`src/rtl/alu_mc_if.sv`:
```
// rtl/alu_mc_if.sv - operand/result handshake bundle for alu_mc
interface alu_mc_if #(
   parameter int WIDTH  = 16,
   parameter int CTRL_W = 4
);
   logic              in_valid;
   logic              in_ready;
   logic [CTRL_W-1:0] ctrl;
   logic [WIDTH-1:0]  a;
   logic [WIDTH-1:0]  b;
   logic              out_valid;
   logic              out_ready;
   logic [WIDTH-1:0]  y;
   logic [WIDTH-1:0]  y_hi;
   logic [4:0]        flags;

   modport master (
      output in_valid, ctrl, a, b, out_ready,
      input  in_ready, out_valid, y, y_hi, flags
   );

   modport slave (
      input  in_valid, ctrl, a, b, out_ready,
      output in_ready, out_valid, y, y_hi, flags
   );
endinterface

```
`src/rtl/alu_mc.sv`:
```
// rtl/alu_mc.sv - multi-cycle ALU with iterative multiply/divide and a one-entry result register
module alu_mc #(
   parameter int WIDTH  = 16,
   parameter int CTRL_W = 4
) (
   input logic     clk,
   input logic     reset,
   alu_mc_if.slave bus
);
   localparam int SW = $clog2(WIDTH);

   localparam logic [CTRL_W-1:0] OP_ADD = CTRL_W'(0);
   localparam logic [CTRL_W-1:0] OP_SUB = CTRL_W'(1);
   localparam logic [CTRL_W-1:0] OP_MUL = CTRL_W'(2);
   localparam logic [CTRL_W-1:0] OP_NEG = CTRL_W'(3);
   localparam logic [CTRL_W-1:0] OP_AND = CTRL_W'(4);
   localparam logic [CTRL_W-1:0] OP_OR  = CTRL_W'(5);
   localparam logic [CTRL_W-1:0] OP_XOR = CTRL_W'(6);
   localparam logic [CTRL_W-1:0] OP_SHL = CTRL_W'(7);
   localparam logic [CTRL_W-1:0] OP_SHR = CTRL_W'(8);
   localparam logic [CTRL_W-1:0] OP_SRA = CTRL_W'(9);
   localparam logic [CTRL_W-1:0] OP_DIV = CTRL_W'(10);
   localparam logic [CTRL_W-1:0] OP_MOD = CTRL_W'(11);

   localparam logic [WIDTH-1:0] MIN_NEG = {1'b1, {(WIDTH-1){1'b0}}};

   typedef enum logic [1:0] {IDLE, MUL, DIV} state_t;

   state_t           state;
   logic [SW-1:0]    cnt;
   logic [WIDTH-1:0] opd;     // multiplicand or divisor
   logic [WIDTH-1:0] acc_hi;  // running high product or partial remainder
   logic [WIDTH-1:0] acc_lo;  // multiplier bits or dividend/quotient bits
   logic             is_mod;

   logic             out_valid_q;
   logic [WIDTH-1:0] y_q;
   logic [WIDTH-1:0] y_hi_q;
   logic [4:0]       flags_q;

   logic             accept;

   assign bus.in_ready  = (state == IDLE) && (!out_valid_q || bus.out_ready);
   assign accept        = bus.in_valid && bus.in_ready;
   assign bus.out_valid = out_valid_q;
   assign bus.y         = y_q;
   assign bus.y_hi      = y_hi_q;
   assign bus.flags     = flags_q;

   logic [WIDTH-1:0] r_y;
   logic [WIDTH-1:0] r_hi;
   logic             r_c;
   logic             r_v;
   logic             r_dz;
   logic             iterative;
   logic [WIDTH:0]   ext;
   logic [SW-1:0]    sh;

   always_comb begin
      r_y       = '0;
      r_hi      = '0;
      r_c       = 1'b0;
      r_v       = 1'b0;
      r_dz      = 1'b0;
      iterative = 1'b0;
      ext       = '0;
      sh        = bus.b[SW-1:0];
      case (bus.ctrl)
         OP_ADD: begin
            ext = {1'b0, bus.a} + {1'b0, bus.b};
            r_y = ext[WIDTH-1:0];
            r_c = ext[WIDTH];
            r_v = (bus.a[WIDTH-1] == bus.b[WIDTH-1]) && (r_y[WIDTH-1] != bus.a[WIDTH-1]);
         end
         OP_SUB: begin
            ext = {1'b0, bus.a} - {1'b0, bus.b};
            r_y = ext[WIDTH-1:0];
            r_c = ext[WIDTH];
            r_v = (bus.a[WIDTH-1] != bus.b[WIDTH-1]) && (r_y[WIDTH-1] != bus.a[WIDTH-1]);
         end
         OP_NEG: begin
            r_y = '0 - bus.a;
            r_c = |bus.a;
            r_v = (bus.a == MIN_NEG);
         end
         OP_AND: r_y = bus.a & bus.b;
         OP_OR:  r_y = bus.a | bus.b;
         OP_XOR: r_y = bus.a ^ bus.b;
         // The extra bit of ext catches the last bit shifted out.
         OP_SHL: begin
            ext = {1'b0, bus.a} << sh;
            r_y = ext[WIDTH-1:0];
            r_c = ext[WIDTH];
         end
         OP_SHR: begin
            ext = {bus.a, 1'b0} >> sh;
            r_y = ext[WIDTH:1];
            r_c = ext[0];
         end
         OP_SRA: begin
            ext = $unsigned($signed({bus.a, 1'b0}) >>> sh);
            r_y = ext[WIDTH:1];
            r_c = ext[0];
         end
         OP_MUL: iterative = 1'b1;
         OP_DIV, OP_MOD: begin
            if (bus.b == '0) begin
               r_y  = '1;
               r_hi = bus.a;
               r_dz = 1'b1;
            end else begin
               iterative = 1'b1;
            end
         end
         default: ;
      endcase
   end

   logic [WIDTH:0]   mul_sum;
   logic [WIDTH:0]   shifted;
   logic [WIDTH:0]   trial;
   logic [WIDTH-1:0] step_hi;
   logic [WIDTH-1:0] step_lo;
   logic [WIDTH-1:0] fin_y;
   logic [WIDTH-1:0] fin_hi;
   logic             fin_cv;

   always_comb begin
      mul_sum = {1'b0, acc_hi} + (acc_lo[0] ? {1'b0, opd} : {(WIDTH+1){1'b0}});
      shifted = {acc_hi, acc_lo[WIDTH-1]};
      trial   = shifted - {1'b0, opd};
      if (state == MUL) begin
         step_hi = mul_sum[WIDTH:1];
         step_lo = {mul_sum[0], acc_lo[WIDTH-1:1]};
      end else if (!trial[WIDTH]) begin
         step_hi = trial[WIDTH-1:0];
         step_lo = {acc_lo[WIDTH-2:0], 1'b1};
      end else begin
         step_hi = shifted[WIDTH-1:0];
         step_lo = {acc_lo[WIDTH-2:0], 1'b0};
      end
      fin_y  = step_lo;
      fin_hi = step_hi;
      fin_cv = 1'b0;
      if (state == MUL) begin
         fin_cv = |step_hi;
      end else if (is_mod) begin
         fin_y  = step_hi;
         fin_hi = step_lo;
      end
   end

   always_ff @(posedge clk or posedge reset) begin
      if (reset) begin
         state       <= IDLE;
         cnt         <= '0;
         opd         <= '0;
         acc_hi      <= '0;
         acc_lo      <= '0;
         is_mod      <= 1'b0;
         out_valid_q <= 1'b0;
         y_q         <= '0;
         y_hi_q      <= '0;
         flags_q     <= '0;
      end else begin
         if (bus.out_ready) out_valid_q <= 1'b0;
         case (state)
            IDLE: if (accept) begin
               if (iterative) begin
                  state  <= (bus.ctrl == OP_MUL) ? MUL : DIV;
                  cnt    <= '0;
                  opd    <= (bus.ctrl == OP_MUL) ? bus.a : bus.b;
                  acc_lo <= (bus.ctrl == OP_MUL) ? bus.b : bus.a;
                  acc_hi <= '0;
                  is_mod <= (bus.ctrl == OP_MOD);
               end else begin
                  out_valid_q <= 1'b1;
                  y_q         <= r_y;
                  y_hi_q      <= r_hi;
                  flags_q     <= {r_dz, r_v, r_c, r_y[WIDTH-1], ~|r_y};
               end
            end
            MUL, DIV: begin
               acc_hi <= step_hi;
               acc_lo <= step_lo;
               cnt    <= cnt + 1'b1;
               if (cnt == SW'(WIDTH-1)) begin
                  state       <= IDLE;
                  out_valid_q <= 1'b1;
                  y_q         <= fin_y;
                  y_hi_q      <= fin_hi;
                  flags_q     <= {1'b0, fin_cv, fin_cv, fin_y[WIDTH-1], ~|fin_y};
               end
            end
            default: state <= IDLE;
         endcase
      end
   end
endmodule

```
`src/flat_wrapper.sv`:
```
// flat-port wrapper written by rule: the top's interface ports become plain ports
module alu_mc_flat 
#(
   parameter int WIDTH  = 16,
   parameter int CTRL_W = 4
)
  (clk, reset, bus_in_valid, bus_ctrl, bus_a, bus_b, bus_out_ready, bus_in_ready, bus_out_valid, bus_y, bus_y_hi, bus_flags);
  alu_mc_if #(.WIDTH(WIDTH), .CTRL_W(CTRL_W)) bus_i ();
  input logic clk;
  input logic reset;
  input wire logic [$bits(bus_i.in_valid)-1:0] bus_in_valid;
  input wire logic [$bits(bus_i.ctrl)-1:0] bus_ctrl;
  input wire logic [$bits(bus_i.a)-1:0] bus_a;
  input wire logic [$bits(bus_i.b)-1:0] bus_b;
  input wire logic [$bits(bus_i.out_ready)-1:0] bus_out_ready;
  output wire logic [$bits(bus_i.in_ready)-1:0] bus_in_ready;
  output wire logic [$bits(bus_i.out_valid)-1:0] bus_out_valid;
  output wire logic [$bits(bus_i.y)-1:0] bus_y;
  output wire logic [$bits(bus_i.y_hi)-1:0] bus_y_hi;
  output wire logic [$bits(bus_i.flags)-1:0] bus_flags;
  assign bus_i.in_valid = bus_in_valid;
  assign bus_i.ctrl = bus_ctrl;
  assign bus_i.a = bus_a;
  assign bus_i.b = bus_b;
  assign bus_i.out_ready = bus_out_ready;
  assign bus_in_ready = bus_i.in_ready;
  assign bus_out_valid = bus_i.out_valid;
  assign bus_y = bus_i.y;
  assign bus_y_hi = bus_i.y_hi;
  assign bus_flags = bus_i.flags;
  alu_mc #(.WIDTH(WIDTH), .CTRL_W(CTRL_W)) u_core (.clk(clk), .reset(reset), .bus(bus_i));
endmodule
```
`config.mk`:
```
export PLATFORM = sky130hd
export DESIGN_NAME = alu_mc_flat
export DESIGN_NICKNAME = d
export VERILOG_FILES = /design/src/rtl/alu_mc_if.sv /design/src/rtl/alu_mc.sv /design/src/flat_wrapper.sv
export SDC_FILE = /design/constraint.sdc
export NUM_CORES = 1
export LEC_CHECK = 0
export ABC_AREA = 0
export BUFFER_PORTS_ARGS = -buffer_cell sky130_fd_sc_hd__buf_4
export CORE_MARGIN = 2
export CORE_UTILIZATION = 25
export CTS_BUF_LIST = sky130_fd_sc_hd__clkbuf_16
export CTS_CLUSTER_DIAMETER = 80
export DETAILED_ROUTE_END_ITERATION = 16
export GPL_TIMING_DRIVEN = 0
export HOLD_SLACK_MARGIN = 0.06
export PLACE_DENSITY = 0.48
export SLEW_MARGIN = 25
export SYNTH_ARGS = -nofsm -noshare
export SYNTH_HDL_FRONTEND = slang
export SYNTH_SLANG_ARGS = --single-unit
```
`constraint.sdc`:
```
create_clock -name clk -period 4.8 [get_ports clk]
set_input_delay 0.24 -clock clk [delete_from_list [all_inputs] [get_ports clk]]
set_output_delay 0.24 -clock clk [all_outputs]
set_load 0.02 [all_outputs]
```
## Yosys cells after proc, flatten, opt, wreduce, memory -nomap -nowiden

Index checks and enable logic that the tools add are counted.

- Reduce and logical (&&, ||, !) cells: 22
- Bitwise operators: 3
- Shift operators: 3
- Order comparisons: 0
- Div/mod/pow operators: 0
- $mul: 0
- Multiplexer cells: 53
- Add/sub/neg operators: 6
- Equal/unequal tests: 23

Operators by type and width:

| operator | count |
|---|---|
| $mux W16 | 23 |
| $pmux W16 S10 | 1 |
| $pmux W16 S2 | 4 |
| $reduce_or A16 Y1 | 4 |
| $eq A4 B4 Y1 const B | 5 |
| $add A16 B16 Y17 | 1 |
| $add A16 B17 Y17 | 1 |
| $shl A16 B4 Y17 | 1 |
| $shr A17 B4 Y17 | 1 |
| $sshr A17 B4 Y17 | 1 |
| $sub A16 B16 Y17 | 1 |
| $sub A17 B16 Y17 | 1 |
| $and A16 B16 Y16 | 1 |
| $eq A16 B16 Y1 const B | 1 |
| $eq A4 B3 Y1 const B | 4 |
| $logic_not A16 Y1 | 1 |
| $or A16 B16 Y16 | 1 |
| $sub A1 B16 Y16 const A | 1 |
| $xor A16 B16 Y16 | 1 |
| $mux W5 | 3 |
| $pmux W5 S2 | 1 |
| $mux W1 | 9 |
| $reduce_and A3 Y1 | 3 |
| $eq A4 B2 Y1 const B | 2 |
| 23 further kinds | 38 |

- Bits in read-only memories: 0
- Input port bits: 40
- Latch bits: 0
- Register bits: 93
- Memories kept: 0
- RAM bits: 0

## Logic depth before layout (Yosys ltp)

- Word-level depth: 9
- Mapped depth: 16

## Least setup slack after synthesis

No wires, ideal clock.

- Kind: in2reg
- Start point: input bus_b[2]
- End point: register u_core.flags_q[2] (netlist: u_core.bus.flags[2])
- Setup slack: 1.191 ns
- Path buffers: 4
- Cell stages on the path: 16
- Arrival time: 3.477 ns
- Path through: clkbuf_1 -> inv_1 -> clkbuf_1 -> clkbuf_1 -> ha_1 -> clkbuf_1 -> or2_2 -> a221oi_1 -> o311ai_0 -> a211o_1 -> a21oi_1 -> o2bb2ai_1 -> o311ai_1 -> a22o_1 -> nor4_1 -> a21oi_1

- Word-level cells in the longest chain between the ends: 5
- Elaborated cells on any way between the ends: 14
- Those cells by class: add/sub (2); eq/ne (1); shift (3); mux (6); reduce/logical (2)

RTL lines:

| element | line | RTL |
|---|---|---|
| from (decl) | flat_wrapper.sv:14 | `input wire logic [$bits(bus_i.b)-1:0] bus_b;` |
| $sub A16 B16 Y17 (tied with other cells) | alu_mc.sv:76 | `ext = {1'b0, bus.a} - {1'b0, bus.b};` |
| $pmux W1 S6 or $mux W1 (tied branches) | alu_mc.sv:68, alu_mc.sv:107 |  |
| $mux W5 or $pmux W1 S2 (tied branches) | alu_mc.sv:169, alu_mc.sv:68 |  |
| $mux W5 or $ne A2 B2 Y1 (tied branches) | - |  |
| $pmux W5 S2 or $reduce_and A4 Y1 (tied branches) | - |  |
| to (signal assigned) | alu_mc.sv:180 | `flags_q <= {r_dz, r_v, r_c, r_y[WIDTH-1], ~\|r_y};` |
| to (signal assigned) | alu_mc.sv:192 | `flags_q <= {1'b0, fin_cv, fin_cv, fin_y[WIDTH-1], ~\|fin_y};` |
| to (decl) | alu_mc.sv:39 | `logic [4:0] flags_q;` |

Parallel ways exist; a longest one is shown, timed or not. The select of a mux whose other input is x is not followed.
A chain may end at the register's enable or synchronous reset.

## Worst setup path in the final report

- Start point: register u_core.acc_lo[15]
- End point: register u_core.flags_q[3] (netlist: u_core.bus.flags[3])

- Word-level cells in the longest chain between the ends: 7

RTL lines:

| element | line | RTL |
|---|---|---|
| from (decl) | alu_mc.sv:33 | `logic [WIDTH-1:0] acc_lo;` |
| from (signal assigned) | alu_mc.sv:173 | `acc_lo <= (bus.ctrl == OP_MUL) ? bus.b : bus.a;` |
| from (signal assigned) | alu_mc.sv:185 | `acc_lo <= step_lo;` |
| $sub A17 B16 Y17 | alu_mc.sv:131 | `trial = shifted - {1'b0, opd};` |
| $mux W16 * | alu_mc.sv:135 | `end else if (!trial[WIDTH]) begin` |
| $mux W16 * | alu_mc.sv:132 | `if (state == MUL) begin` |
| $reduce_or A16 Y1 * | alu_mc.sv:146 | `fin_cv = \|step_hi;` |
| $mux W1 * | alu_mc.sv:145 | `if (state == MUL) begin` |
| $mux W5 * | alu_mc.sv:187 | `if (cnt == SW'(WIDTH-1)) begin` |
| $pmux W5 S2 * | alu_mc.sv:167 | `case (state)` |

Every way passes the cells marked *; elsewhere a longest branch is shown, timed or not. The select of a mux whose other input is x is not followed.

==> reports/metrics.cfg <==
[global_route]
grt_usage_pct=24.0
grt_pass1_wl_um=89300
grt_pass1_vias=13296
antenna_found_initial=0
grt-ovfl-total=0
grt_max_degree=61

[min_path]
hold_depth=3
min_path_type=in2reg
hold_end=u_core.bus.out_valid
min_from=bus_in_valid

[yosys]
yosysSeqAreaShare_pct=19.1
synth_edf_count=0
syn_nets=1763
synth.distinct_cells=89
synthCells=1631
synthArstFlopShare_pct=100
synth_warnings=0
yosys_register_bits=92
ys.flop_type=dfrtp_1
synth_area_sq_mm=0.0121
avgSynthCellArea_sq_um=7.39

[cells_and_area]
drive_gt1_share_pct=11.4
diodes=0
n_fill_cell=5252
mostFrequentLayoutCells=177 x nor2_1, 157 x nand2_1, 136 x a21oi_1, 124 x o21ai_0, 100 x clkbuf_1
final_common_cell=nor2_1
synthToLayoutAreaGrowth_pct=14.5
final_core_util_pct=29.0
fin_nets=1852

[detailed_routing]
avgViaCountPerCell=5.85
drtIter0Drc=1694
vias=13696
dr.pass1.iters=6
drc_errors=0
wl_per_cell_um=26.1
wl_um=61100
final_antenna_net_count=0

[power]
pwr-share-comb_pct=59.7
p_int_mw=2.49
ir_drop_mv=0.160
swShare_pct=51.0
p_leak_nw=5.71
power_switching_mw=2.60
powerDensity_mw_per_mm2=368
clkPwrFrac_pct=14.7
seqPwrFrac_pct=25.6

[cts]
clock_path_buffers=2
clock-sinks=92
root_buffer=clkbuf_16
tritoncts=built
cts-htree-levels=3
cts_buffers=9
clkTransAtPathRegs_ns=0.08
insertion_delay_ns=0.37

[timing]
finalHoldViolCount=0
max_freq_ghz=0.217
worst_pin_slew_ns=1.07
whs_ns=0.205
slew_viol_final=0
finalCriticalPeriod_ns=4.60
fin_crit_sh_pct=95.9
relSlewSlack_pct=28.6
clock_skew_ns=0.00974
setup_viol=0

[setup_path]
cp_cell_sequence=inv_1 > ha_1 > fa_1 > nand2b_1 > a21oi_2 > o21a_1 > nor3_1 > nor2_1 > buf_2 > mux2i_1 > and3_1 > a31oi_1 > nor4_2 > a21oi_1
slowest_delay_ns=0.59
cp_data_required_time_ns=5.02
regToRegSetupSlack_ns=0.20
crit_family=simple AND/OR/NAND/NOR gates
cp_slowest_cell=mux2i_1
crit_fanout=10
crit_type=reg2reg
start_kind=register
rr_endpoint=u_core.bus.flags[3]
cp_num_buf_inv=2
worstRegToRegCells=14
reg2reg_from=u_core.acc_lo[15]
endpoint_kind=register
crit_arrival_ns=4.82

[placed_design]
port_buffers=76
gp_congestion=1.02
dpl.hpwl_um=49100

[floorplanning]
die_area_sq_mm=0.0500
row_count=80
ios=79
die_w_um=224
dieHeight_um=224
design.core.area_sq_mm=0.0476
initial_core_util_pct=25.3

[outcome]
status=completed

[job]
maxCapViolCount=0

==> Yosys cell counts (12+ instances only) <==
| library cell | n | share of area [%] |
|---|---|---|
| a211o_1 | 12 | 0.87 |
| a211oi_1 | 43 | 2.7 |
| a21o_1 | 19 | 1.2 |
| a21oi_1 | 137 | 5.7 |
| a221oi_1 | 20 | 1.5 |
| a22oi_1 | 13 | 0.81 |
| a31oi_1 | 24 | 1.2 |
| and2_1 | 25 | 1.3 |
| and3_1 | 12 | 0.62 |
| buf_1 | 13 | 0.40 |
| clkbuf_1 | 106 | 3.3 |
| dfrtp_1 | 92 | 19 |
| ha_1 | 88 | 9.1 |
| inv_1 | 80 | 2.5 |
| mux2_2 | 38 | 3.5 |
| mux2i_1 | 27 | 2.2 |
| mux4_2 | 17 | 3.2 |
| nand2_1 | 157 | 4.9 |
| nand2b_1 | 17 | 0.88 |
| nand3_1 | 34 | 1.4 |
| nor2_1 | 177 | 5.5 |
| nor2b_1 | 19 | 0.99 |
| nor3_1 | 32 | 1.3 |
| nor4_1 | 19 | 0.99 |
| o211ai_1 | 20 | 1.2 |
| o21a_1 | 13 | 0.81 |
| o21ai_0 | 124 | 5.1 |
| o22ai_1 | 13 | 0.67 |
| o31ai_1 | 12 | 0.75 |
| or4_1 | 16 | 1.0 |
| xnor2_1 | 31 | 2.3 |
==> state kept, by name (all words and copies together) (netlist names) <==
name / cells
u_core.bus.y: 15
u_core.bus.flags: 5
u_core.is_mod: 1
u_core.bus.y_hi: 16
u_core.opd: 16
u_core.bus.out_valid: 1
u_core.acc_lo: 16
u_core.cnt: 4
u_core.acc_hi: 16
u_core.state: 2
==> layer usage <==
metal	share of wire, %	vias to the layer above	GRT usage [%]	wire length, um
li1	-	6171	-	-
met1	42	6768	31.2	25900
met2	46	629	39.5	28200
met3	6.4	128	2.74	3910
met4	5.1	0	11.5	3090
met5	0	-	0	0
==> metrics by stage <==
stage,setup slack (ns),instances,total power [mW],area [sq um],TNS [ns]
global placement,-0.612,2322,4.26,13400,-4.25
finish,0.197,2340,5.08,13800,0
global route,-0.00230,2340,5.41,13800,-0.00230
CTS,0.00107,2340,5.05,13800,0
floorplan,1.19,1631,3.13,12100,0
detailed placement,-0.500,2323,4.28,13500,-3.19
==> worst max path at each step <==
stage                            startpoint                  end  slack, ns  cells after the start
after floorplan                    bus_b[2]  u_core.bus.flags[2]       1.19                     16
after global placement             bus_b[2]  u_core.bus.flags[1]      -0.61                     16
after detailed placement           bus_b[2]  u_core.bus.flags[1]      -0.50                     16
after CTS                 u_core.acc_lo[15]  u_core.bus.flags[3]      0.001                     14
after global routing       u_core.acc_lo[0]  u_core.bus.flags[3]     -0.002                     13
final                     u_core.acc_lo[15]  u_core.bus.flags[3]       0.20                     14
==> cell families (layout without fill, tap and decap cells) <==
logic type / Yosys count / in the layout / synth area share, %
AND/OR/NAND/NOR: 562 / 562 / 22.4
buffers and inverters: 211 / 305 / 6.78
adder cells (fa/ha/maj): 92 / 92 / 9.80
flip-flops: 92 / 92 / 19.1
XOR/XNOR: 40 / 40 / 2.91
multiplexers: 84 / 84 / 9.18
AO/OA/AOI/OAI: 550 / 550 / 29.9
==> power by group through the flow <==
stage	logic, mW	clock network [mW]	registers (mW)
4_1_cts	2.99	0.763	1.30
6_report	3.04	0.748	1.30
2_1_floorplan	1.76	0	1.36
3_3_place_gp	2.95	0	1.31
5_1_grt	3.29	0.794	1.33
3_5_place_dp	2.97	0	1.31
==> worst reg2reg max path, cell delays in order, from the launching register on <==
cell and delay (ns):
dfrtp_1 0.48, inv_1 0.08, ha_1 0.24, fa_1 0.42, nand2b_1 0.21, a21oi_2 0.30
o21a_1 0.24, nor3_1 0.07, nor2_1 0.35, buf_2 0.38, mux2i_1 0.59, and3_1 0.24
a31oi_1 0.18, nor4_2 0.51, a21oi_1 0.17
==> final cells by class <==
class | count | area [sq um] | area share (%)
Buffer | 123 | 489 | 3.54
Clock buffer | 9 | 225 | 1.63
Clock inverter | 7 | 71.3 | 0.517
Inverter | 84 | 324 | 2.35
Multi-Input combinational cell | 1328 | 8980 | 65.1
Sequential cell | 92 | 2300 | 16.7
Tap cell | 615 | 769 | 5.58
Timing Repair Buffer | 82 | 638 | 4.62
==> timing repair <==
action,in CTS,in global routing
resized for setup,1,6
hold buffers,1,0
hold endpoints to repair,32,0
endpoints found under the setup margin,4,6
setup buffers,0,4
No activity file was read; power rests on OpenSTA's default activity.
